[src/rtl/booth_mul32_seq.sv]
// Sequential signed 32x32->64 radix-2 Booth multiplier for the ALU MUL path.
// Each iteration adds/subtracts M via a shared 32-bit CLA, then arithmetic-shifts.

module cla32 (
  input  logic [31:0] a,
  input  logic [31:0] b,
  input  logic        ci,
  output logic [31:0] sum,
  output logic        co
);
  logic [31:0] g;
  logic [31:0] p;
  logic [32:0] c;
  logic [7:0]  gg;
  logic [7:0]  gp;

  assign g = a & b;
  assign p = a ^ b;

  // 4-bit lookahead groups; group carries chain through group generate/propagate
  always_comb begin
    c    = '0;
    gg   = '0;
    gp   = '0;
    c[0] = ci;
    for (int k = 0; k < 8; k++) begin
      gg[k] = g[4*k+3]
            | (p[4*k+3] & g[4*k+2])
            | (p[4*k+3] & p[4*k+2] & g[4*k+1])
            | (p[4*k+3] & p[4*k+2] & p[4*k+1] & g[4*k]);
      gp[k] = &p[4*k +: 4];
      c[4*k+1] = g[4*k] | (p[4*k] & c[4*k]);
      c[4*k+2] = g[4*k+1] | (p[4*k+1] & g[4*k]) | (p[4*k+1] & p[4*k] & c[4*k]);
      c[4*k+3] = g[4*k+2] | (p[4*k+2] & g[4*k+1]) | (p[4*k+2] & p[4*k+1] & g[4*k])
               | (p[4*k+2] & p[4*k+1] & p[4*k] & c[4*k]);
      c[4*k+4] = gg[k] | (gp[k] & c[4*k]);
    end
  end

  assign sum = p ^ c[31:0];
  assign co  = c[32];
endmodule

module booth_mul32_seq (
  input  logic        clk,
  input  logic        reset,
  input  logic        op_start,
  input  logic        op_clear,
  input  logic [31:0] multiplicand,
  input  logic [31:0] multiplier,
  output logic        busy,
  output logic        op_done,
  output logic [63:0] result
);
  typedef enum logic [1:0] {IDLE = 2'd0, EXEC = 2'd1, DONE = 2'd2} state_t;

  state_t             state_q, state_d;
  logic signed [31:0] m_q, m_d;
  logic        [63:0] res_q, res_d;
  logic               prev_q, prev_d;
  logic        [4:0]  cnt_q, cnt_d;

  logic [31:0] add_b;
  logic        add_ci;
  logic [31:0] add_sum;
  logic        add_co;
  logic        sign_ext;

  // Booth recode of {result[0], prev}: 01 adds M, 10 adds ~M+1, else adds zero
  always_comb begin
    add_b  = '0;
    add_ci = 1'b0;
    case ({res_q[0], prev_q})
      2'b01:   add_b = m_q;
      2'b10: begin
        add_b  = ~m_q;
        add_ci = 1'b1;
      end
      default: add_b = '0;
    endcase
  end

  cla32 u_cla (
    .a   (res_q[63:32]),
    .b   (add_b),
    .ci  (add_ci),
    .sum (add_sum),
    .co  (add_co)
  );

  // Bit 32 of the sign-extended sum: equals sum[31] XOR signed overflow, so M = -2^31 works
  assign sign_ext = res_q[63] ^ add_b[31] ^ add_co;

  always_comb begin
    state_d = state_q;
    m_d     = m_q;
    res_d   = res_q;
    prev_d  = prev_q;
    cnt_d   = cnt_q;
    if (op_clear) begin
      state_d = IDLE;
      res_d   = '0;
      prev_d  = 1'b0;
      cnt_d   = '0;
    end else begin
      case (state_q)
        IDLE: begin
          if (op_start) begin
            state_d = EXEC;
            m_d     = multiplicand;
            res_d   = {32'h0, multiplier};
            prev_d  = 1'b0;
            cnt_d   = '0;
          end
        end
        EXEC: begin
          res_d  = {sign_ext, add_sum, res_q[31:1]};
          prev_d = res_q[0];
          cnt_d  = cnt_q + 5'd1;
          if (cnt_q == 5'd31) state_d = DONE;
        end
        DONE:    state_d = DONE;
        default: state_d = IDLE;
      endcase
    end
  end

  always_ff @(posedge clk) begin
    if (reset) begin
      state_q <= IDLE;
      m_q     <= '0;
      res_q   <= '0;
      prev_q  <= 1'b0;
      cnt_q   <= '0;
    end else begin
      state_q <= state_d;
      m_q     <= m_d;
      res_q   <= res_d;
      prev_q  <= prev_d;
      cnt_q   <= cnt_d;
    end
  end

  assign busy    = (state_q == EXEC);
  assign op_done = (state_q == DONE);
  assign result  = res_q;
endmodule
[config.mk]
export PLATFORM = sky130hd
export DESIGN_NAME = booth_mul32_seq
export DESIGN_NICKNAME = d
export VERILOG_FILES = /design/src/rtl/booth_mul32_seq.sv
export SDC_FILE = /design/constraint.sdc
export NUM_CORES = 1
export LEC_CHECK = 0
export ABC_AREA = 1
export ABC_CLOCK_PERIOD_IN_PS = 3250
export BUFFER_PORTS_ARGS = -buffer_cell sky130_fd_sc_hd__buf_2
export CORE_MARGIN = 8
export CORE_UTILIZATION = 49
export CTS_BUF_LIST = sky130_fd_sc_hd__clkbuf_2 sky130_fd_sc_hd__clkbuf_4 sky130_fd_sc_hd__clkbuf_8
export DETAILED_ROUTE_END_ITERATION = 8
export GPL_TIMING_DRIVEN = 0
export PLACE_DENSITY = 0.84
export SLEW_MARGIN = 20
export SYNTH_ARGS = -nofsm -noshare
export SYNTH_HDL_FRONTEND = slang
export SYNTH_HIERARCHICAL = 1
export SYNTH_SLANG_ARGS = --single-unit
[constraint.sdc]
create_clock -name clk -period 3.25 [get_ports clk]
set_input_delay 0.4875 -clock clk [delete_from_list [all_inputs] [get_ports clk]]
set_output_delay 0.4875 -clock clk [all_outputs]
set_load 0.01 [all_outputs]
* After elaboration in Yosys (flattened, before gate mapping) *
Index checks and enable logic that the tools add are counted.

word-level totals
  bits in registers = 104
  input port bits = 68
  output and inout bits = 66
  logic and storage cells = 245

operators by class
  $add $sub $neg = 1
  eq/ne operators = 7
  mux-type cells = 11
  bitwise logic cells = 207
  reductions and logical operators = 14

operator list
  cell                 count
  $pmux 64 s2          1
  $and 1x1->1          120
  $or 1x1->1           80
  $mux 64              1
  $pmux 32 s2          1
  $xor 32x32->32       2
  $and 32x32->32       1
  $not 32->32          1
  $reduce_and 4->1     8
  $pmux 5 s2           1
  $pmux 2 s3           1
  $add 5x1->5 const B  1
  $eq 5x5->1 const B   1
  $mux 5               1
  $eq 2x1->1 const B   2
  $eq 2x2->1 const B   2
  $mux 2               2
  $reduce_and 2->1     2
  $reduce_and 3->1     1
  $logic_not 2->1      1
  $mux 1               2
  $ne 2x1->1 const B   1
  $ne 2x2->1 const B   1
  $pmux 1 s2           1
  4 further kinds      5

* Depth between registers and ports, before layout *
Gate-level depths: netlist (run 1).

  word-level depth = 24
  mapped depth = 33
  depth with buffers taken out = 32

* By module *
The synthesis (run 1) kept the hierarchy.

modules (own cells, without submodules)
  module           instances  cells each  area an instance (µm²)  seq. area each (µm²)
  booth_mul32_seq  1          593         4265.3                  2082.0
  cla32            1          182         1380.1                  0.0

* Worst setup path before layout (run 1) *
Ideal clock, no wire load.

  path kind = reg-to-reg
  from = reg res_q[0] (netlist: result[0])
  to = reg res_q[60] (netlist: result[60])
  setup time = 0.132 ns
  arrival time = 2.976 ns
  required time = 3.118 ns
  slack = 0.141 ns
  stages on the path, launching flop included = 25
  path buffers = 1
  clock period less this slack = 3.109 ns
  path through = dfxtp_1 > inv_1 > nor2_1 > inv_1 > clkbuf_1 > o21ai_0 > ha_1 > a21oi_1 > nand2_1 > a21oi_2 > nand2_2 > nand2_2 > nand2_4 > nand2_4 > nand2_4 > nand2_4 > nand2_4 > nand2_4 > nand2_4 > nand2_4 > nand2_4 > fa_1 > xor2_1 > nand2_1 > a21oi_1

on the way
  elaborated cells between the ends (all ways) = 87
  those cells by class = eq/ne (2); mux (3); bitwise (75); reduce/logical (7)

RTL lines
  what                    line  RTL
  from (decl)             59    logic [63:0] res_q, res_d;
  from (signal assigned)  138   res_q <= res_d;
  $eq 2x2->1              73    case ({res_q[0], prev_q})
  $mux 1                  73
  named net add_ci        64    logic add_ci;
  $and 1x1->1             36    c[4*k+4] = gg[k] | (gp[k] & c[4*k]);
  $or 1x1->1              36
  $and 1x1->1             36
  $or 1x1->1              36
  $and 1x1->1             36
  [6 not listed]          -
  $or 1x1->1              36
  $and 1x1->1             36
  $or 1x1->1              36
  $and 1x1->1             32    c[4*k+1] = g[4*k] | (p[4*k] & c[4*k]);
  $or 1x1->1              32
  $xor 32x32->32          40    assign sum = p ^ c[31:0];
  named net add_sum[29]   65    logic [31:0] add_sum;
  $pmux 64 s2             106   case (state_q)

The timed path passes the listed nets, and every way through them passes these cells.
A chain may end at the register's enable or synchronous reset.

* Final worst setup path (run 1) *
Same ends and word-level chain as after synthesis.

==> results.toml, run 1 <==
[timing]
setup_violations = 0
worstMarginPinSlew_ns = 0.545
fin_skew_ns = 0.0161
slew_headroom_pct = 63.7
period_share_pct = 95.8
hold_viol_final = 0
fin_crit_ns = 3.11
rsz0062_at_grt = "true"
tns_ns = 0
max_freq_mhz = 321
setup_ws_ns = 0.137
finalMaxSlewViolations = 0

[finish]
fin_cells = 1086
drive_gt1_share_pct = 28.0
mostFrequentLayoutCells = "nand2_1 (236), buf_2 (150), dfxtp_1 (102)"
final_core_util_pct = 62.9
fin_nets = 1051
area_growth_pct = 26.1
fill_cells = 1000
diodes = 0
final_common_cell = "nand2_1"

[drt]
ant_nets = 0
dr.pass1.iters = 5
via_per_inst = 5.09
drt_wl_total_um = 14900
drc = 0
wl_per_cell_um = 13.8
first_iter_violations = 366
via_count = 5523

[power_and_ir_drop]
switchingPower_mw = 0.704
pwr_density_cell_nw_per_um2 = 366
p_leak_nw = 3.41
clkPwrFrac_pct = 33.8
fin_total_pwr_mw = 2.61
vdd_ir_drop_max_v = 0.000198
switching_share_pct = 27.0
pwr-share-comb_pct = 14.1
internal_power_mw = 1.90
pwr-share-seq_pct = 52.2

[global_route]
grt_pass1_wl_um = 23700
grt_max_degree = 17
grt_pass1_vias = 5047
grt-ovfl-total = 0
grt_usage_pct = 19.2
antenna_found_initial = 0

[yosys]
avgSynthCellArea_sq_um = 7.28
ys_ff_latch = 104
yosys.area.top_type_share_pct = 36.9
ys_seq_area_share_pct = 36.9
ys_warn_count = 6
synthesis.area_sq_um = 5650
synth_largest_area_cell = "dfxtp_1"
synthArstFlopShare_pct = 0
synth_top_flop_cell = "dfxtp_1"
yosysUniqueCellTypes = 31
ys_top_cells_by_area = "dfxtp_1 (37%), nand2_1 (16%), ha_1 (8.2%)"
synth.net_count = 888
synthCells = 775
synth_edf_count = 0

[setup_path]
crit_slowest_cell = "dfxtp_4"
worst-setup-path-type = "register to register"
cpPeakStageDelay_ns = 0.40
crit_chain = "inv_2, nor2_4, inv_4, buf_6, o21ai_2, ha_1, a21oi_2, nor2_2, a211oi_4, nand2_4, nand2_4, nand2_4, nand2_4, nand2_4, nand2_4, nand2_4, nand2_4, nand2_4, fa_1, xor2_1, nand2_1, a21oi_1"
regToRegStartpoint = "result[0]"
worstPathArrival_ns = 3.34
cp_common_cell = "nand2_4"
r2r_cells = 22
critical_path_buf_inv_count = 3
r2r_end = "result[60]"
start_kind = "register"
worstPathRequired_ns = 3.48
end_kind = "register"
r2r_slack_ns = 0.14
cp_max_fo = 10
path_delay_family = "simple AND/OR/NAND/NOR gates"

[floorplan]
coreArea_sq_um = 11300
die_h_um = 123
initial_core_util_pct = 49.9
ioPinCount = 134
fp.dieArea_sq_um = 15200
rows = 39
die_w_um = 123

[placed_design]
gp_congestion = 0.851
port_buffers = 133
place_inst = 1051
place_ws_ns = -0.497
post-dp-hpwl_um = 11300

[clock_network]
cts_sinks = 104
cts_tree = "done"
clockBufferDepth = 2
clkTransAtPathRegs_ns = 0.10
cts_root_buffer = "clkbuf_8"
cts_hold_buffers = 0
numCtsBuffers = 9
h-tree-depth = 3
clock_latency_ns = 0.36

[hold_path]
holdPathEnd = "m_q[23]"
hold_path.class = "primary input to register"
min_path_cells = 3
min_from = "multiplicand[23]"

[outcome]
status = "completed"

[run]
maxCapViolCount = 0
-- synth_stat cells, types with 4 or more instances --
cell,count
inv_2,4
a31oi_1,32
nor2_1,78
xnor2_1,6
fa_1,8
buf_2,17
inv_1,33
nand2_4,10
a21oi_1,57
nand3_1,13
nand2_1,243
clkbuf_1,15
nand2_2,10
o21ai_0,69
buf_4,4
dfxtp_1,104
ha_1,37
xor2_1,16
-- flip-flops by register name (all words and copies together), names as in the netlist --
register  flops
prev_q        1
state_q       2
cnt_q         5
m_q          32
result       64
-- final cells by class --
cell class	instances	area, sq um	share of cell area (%)
plain buffers	39	265	3.73
clock buffers	10	131	1.85
clock inverters	6	83.8	1.18
inverters	38	145	2.04
multi-input cells	594	3400	47.8
flip-flops and latches	104	2090	29.3
well taps	143	179	2.51
repair buffers	152	821	11.5
-- worst reg2reg max path: cells and delay by family, from the launching register on --
family	cells	cell delay, ns
adder cells (fa/ha/maj)	2	0.67
flip-flops	1	0.40
buffers and inverters	3	0.27
AO/OA/AOI/OAI	4	0.58
XOR/XNOR	1	0.17
AND/OR/NAND/NOR	12	0.88
-- power by group through the flow --
stage	Clock, mW	Combinational, mW	Sequential, mW
6_report	0.881	0.367	1.36
5_1_grt	0.959	0.408	1.37
4_1_cts	0.899	0.352	1.36
3_5_place_dp	0	0.346	1.39
3_3_place_gp	0	0.340	1.38
2_1_floorplan	0	0.211	1.39
-- how the worst max path moves through the flow --
stage,endpoint,slack [ns],from,cells past startpoint
detailed placement,result[60],-0.50,result[0],26
global route,result[63],-0.1,result[0],29
floorplan,result[60],0.14,result[0],24
CTS,result[60],0.007,result[0],22
global placement,result[60],-0.48,result[0],26
finish,result[60],0.14,result[0],22
-- cells by family (layout without fill, tap and decap cells) --
family,after synthesis,after routing,synth area share (%)
simple gates,363,363,26.7
xor+xnor,22,22,3.41
buf+inv,77,245,6.16
fa+ha+maj,45,45,11.0
compound gates,164,164,15.8
flops,104,104,36.9
-- metal layers --
layer / wire, um / track usage [%] / up-vias
li1: - / - / 2846
met1: 6740 / 24.9 / 2499
met2: 6970 / 31.9 / 164
met3: 1040 / 4.20 / 14
met4: 193 / 4.82 / 0
met5: 0 / 0 / -
-- what timing repair did --
action | in CTS | in global routing
gates resized for setup | 35 | 46
buffers inserted | 1 | 18
endpoints found under the setup margin | 15 | 6
endpoints found under the hold margin | 0 | 0
pin swaps | 1 | 19
-- per-stage QoR --
| stage | area, sq um | hold WS (ns) |
|---|---|---|
| 6_report | 7120 | 0.345 |
| 5_1_grt | 7120 | 0.345 |
| 2_1_floorplan | 5650 | 0.444 |
| 4_1_cts | 6790 | 0.334 |
| 3_3_place_gp | 6490 | 0.455 |
| 3_5_place_dp | 6490 | 0.456 |
Power figures use the tool's default switching activity.
==> run 2: changes to the inputs <==
--- a/config.mk
+++ b/config.mk
@@ -5,7 +5,6 @@
 export SDC_FILE = /design/constraint.sdc
 export NUM_CORES = 1
 export LEC_CHECK = 0
-export ABC_AREA = 1
 export ABC_CLOCK_PERIOD_IN_PS = 3250
 export BUFFER_PORTS_ARGS = -buffer_cell sky130_fd_sc_hd__buf_2
 export CORE_MARGIN = 8
==> results.toml, run 2 <==
[timing]
worstMarginPinSlew_ns = 0.557
fin_crit_ns = 3.76
rsz0062_at_grt = "true"
setup_violations = 18
period_share_pct = 116
tns_ns = -5.81
slew_headroom_pct = 62.9
finalMaxSlewViolations = 0
hold_viol_final = 0
fin_skew_ns = 0.0238
setup_ws_ns = -0.508
max_freq_mhz = 266

[setup_path]
crit_chain = "or2b_4, buf_6, o21ai_2, ha_1, a21o_1, a31o_1, a311oi_2, nand3_1, a221o_1, buf_6, a221o_1, fa_2, xor2_1, a22oi_1, nor2_1"
critical_path_buf_inv_count = 2
start_kind = "register"
worst-setup-path-type = "register to register"
worstPathArrival_ns = 4.02
r2r_cells = 15
worstPathRequired_ns = 3.51
cpPeakStageDelay_ns = 0.40
r2r_slack_ns = -0.51
path_delay_family = "compound AO/OA/AOI/OAI gates"
r2r_end = "result[60]"
cp_max_fo = 10
end_kind = "register"
crit_slowest_cell = "dfxtp_4"
regToRegStartpoint = "prev_q"

[power_and_ir_drop]
switchingPower_mw = 0.779
pwr_density_cell_nw_per_um2 = 378
vdd_ir_drop_max_v = 0.000202
switching_share_pct = 29.4
internal_power_mw = 1.87
pwr-share-seq_pct = 51.0
clkPwrFrac_pct = 33.2
fin_total_pwr_mw = 2.65
pwr-share-comb_pct = 15.8
p_leak_nw = 3.28

[floorplan]
coreArea_sq_um = 10900
die_h_um = 122
ioPinCount = 134
die_w_um = 122
initial_core_util_pct = 50.6
rows = 38
fp.dieArea_sq_um = 14900

[drt]
via_count = 5555
first_iter_violations = 333
dr.pass1.iters = 5
ant_nets = 0
wl_per_cell_um = 15.3
drt_wl_total_um = 15400
drc = 0
via_per_inst = 5.52

[yosys]
synth_largest_area_cell = "dfxtp_1"
yosys-top-cells-count = "nand2_1 (113), dfxtp_1 (104), nor2_1 (82)"
synth_edf_count = 0
yosys.area.top_type_share_pct = 37.8
yosysMostFrequentCell = "nand2_1"
ys_warn_count = 6
synthCells = 691
synthesis.area_sq_um = 5510
synth_top_flop_cell = "dfxtp_1"
synth.net_count = 804
ys_ff_latch = 104
ys_top_cells_by_area = "dfxtp_1 (38%), ha_1 (8.4%), nand2_1 (7.7%)"
ys_seq_area_share_pct = 37.8
synthArstFlopShare_pct = 0
avgSynthCellArea_sq_um = 7.97
yosysUniqueCellTypes = 50

[clock_network]
clock_latency_ns = 0.37
cts_root_buffer = "clkbuf_8"
numCtsBuffers = 9
h-tree-depth = 3
clkTransAtPathRegs_ns = 0.11
cts_hold_buffers = 0
clockBufferDepth = 2
cts_tree = "done"
cts_sinks = 104

[finish]
fin_nets = 975
drive_gt1_share_pct = 25.7
mostFrequentLayoutCells = "buf_2 (139), nand2_1 (111), dfxtp_1 (102)"
largest_reg_flops = 64
fill_cells = 937
area_growth_pct = 27.4
diodes = 0
final_common_cell = "buf_2"

[hold_path]
holdPathEnd = "m_q[15]"
min_path_cells = 3
hold_path.class = "primary input to register"
min_from = "multiplicand[15]"

[placed_design]
post-dp-hpwl_um = 11000
gp_congestion = 0.855
port_buffers = 132

[outcome]
status = "finished, violations left"
violations = "negative setup slack"

[global_route]
grt_max_degree = 21
grt_usage_pct = 20.2
antenna_found_initial = 0
grt-ovfl-total = 0
grt_pass1_wl_um = 24800
grt_pass1_vias = 5329

[run]
maxCapViolCount = 0
run 2: cell count changes in the layout (fill, tap and decap cells not counted), sizes merged, moves of 27 or more:
cell,before,now
o22ai,0,32
nor3,2,35
nand2,263,113
a31oi,32,5
a22oi,0,34
o21ai,70,41
run 2: kinds of logic after synthesis:
logic type	after synthesis	synth area share, %
muxes	1	0.182
buffers and inverters	54	3.93
and+or+nand+nor	270	21.2
adders and majority gates	45	11.3
xor gates and xnor gates	22	3.50
AOI/OAI and AO/OA	195	22.1
DFF	104	37.8
run 2: power groups by stage:
stage	clock network [mW]	logic, mW	registers (mW)
floorplan	0	0.242	1.39
global placement	0	0.381	1.38
detailed placement	0	0.388	1.38
CTS	0.887	0.408	1.35
global route	0.937	0.464	1.36
finish	0.879	0.418	1.35
run 2: what timing repair did:
item / in CTS / in global routing
pin swaps: 24 / 19
setup buffers: 25 / 3
gates resized for setup: 35 / 17
setup endpoints to repair: 26 / 25
gates cloned: 1 / 0
run 2: worst max-delay path by stage:
stage	from	endpoint	slack, ns	depth (start not counted)
6_report	prev_q	result[60]	-0.51	15
5_1_grt	prev_q	result[63]	-0.69	17
4_1_cts	result[0]	result[60]	-0.52	18
3_5_place_dp	prev_q	result[63]	-0.93	16
3_3_place_gp	prev_q	result[63]	-0.86	16
2_1_floorplan	prev_q	result[63]	-0.34	18
run 2: area by class of cell:
cell class,count,area [sq um],share of cell area [%]
clock inverters,7,95.1,1.36
inverters,9,33.8,0.481
plain buffers,44,250,3.57
repair buffers,161,896,12.8
well taps,140,175,2.50
multi-input cells,533,3360,47.8
clock buffers,9,124,1.77
flip-flops and latches,104,2090,29.7
run 2: worst register-to-register path: stages (launching register included):
cell	delay, ns
dfxtp_4	0.40
or2b_4	0.30
buf_6	0.16
o21ai_2	0.15
ha_1	0.27
a21o_1	0.21
a31o_1	0.18
a311oi_2	0.27
nand3_1	0.14
a221o_1	0.39
buf_6	0.13
a221o_1	0.33
fa_2	0.35
xor2_1	0.15
a22oi_1	0.17
nor2_1	0.05
run 2: layer usage:
layer,wire length (um),vias up,global-route usage [%]
met2,7380,161,33.5
met4,301,0,6.78
li1,-,2786,-
met3,1100,28,5.78
met1,6590,2580,24.7
met5,0,-,0
run 2: metrics by stage:
stage / util [%] / instance area [sq um] / hold WS, ns / worst slack, ns / instances
after floorplan: - / 5550 / 0.445 / -0.336 / 691
after global placement: 58.6 / 6380 / 0.453 / -0.858 / 963
after detailed placement: 58.6 / 6380 / 0.459 / -0.926 / 963
after CTS: 63.6 / 6930 / 0.331 / -0.516 / 1004
after global routing: 64.4 / 7020 / 0.338 / -0.688 / 1007
final: 64.4 / 7020 / 0.341 / -0.508 / 1007
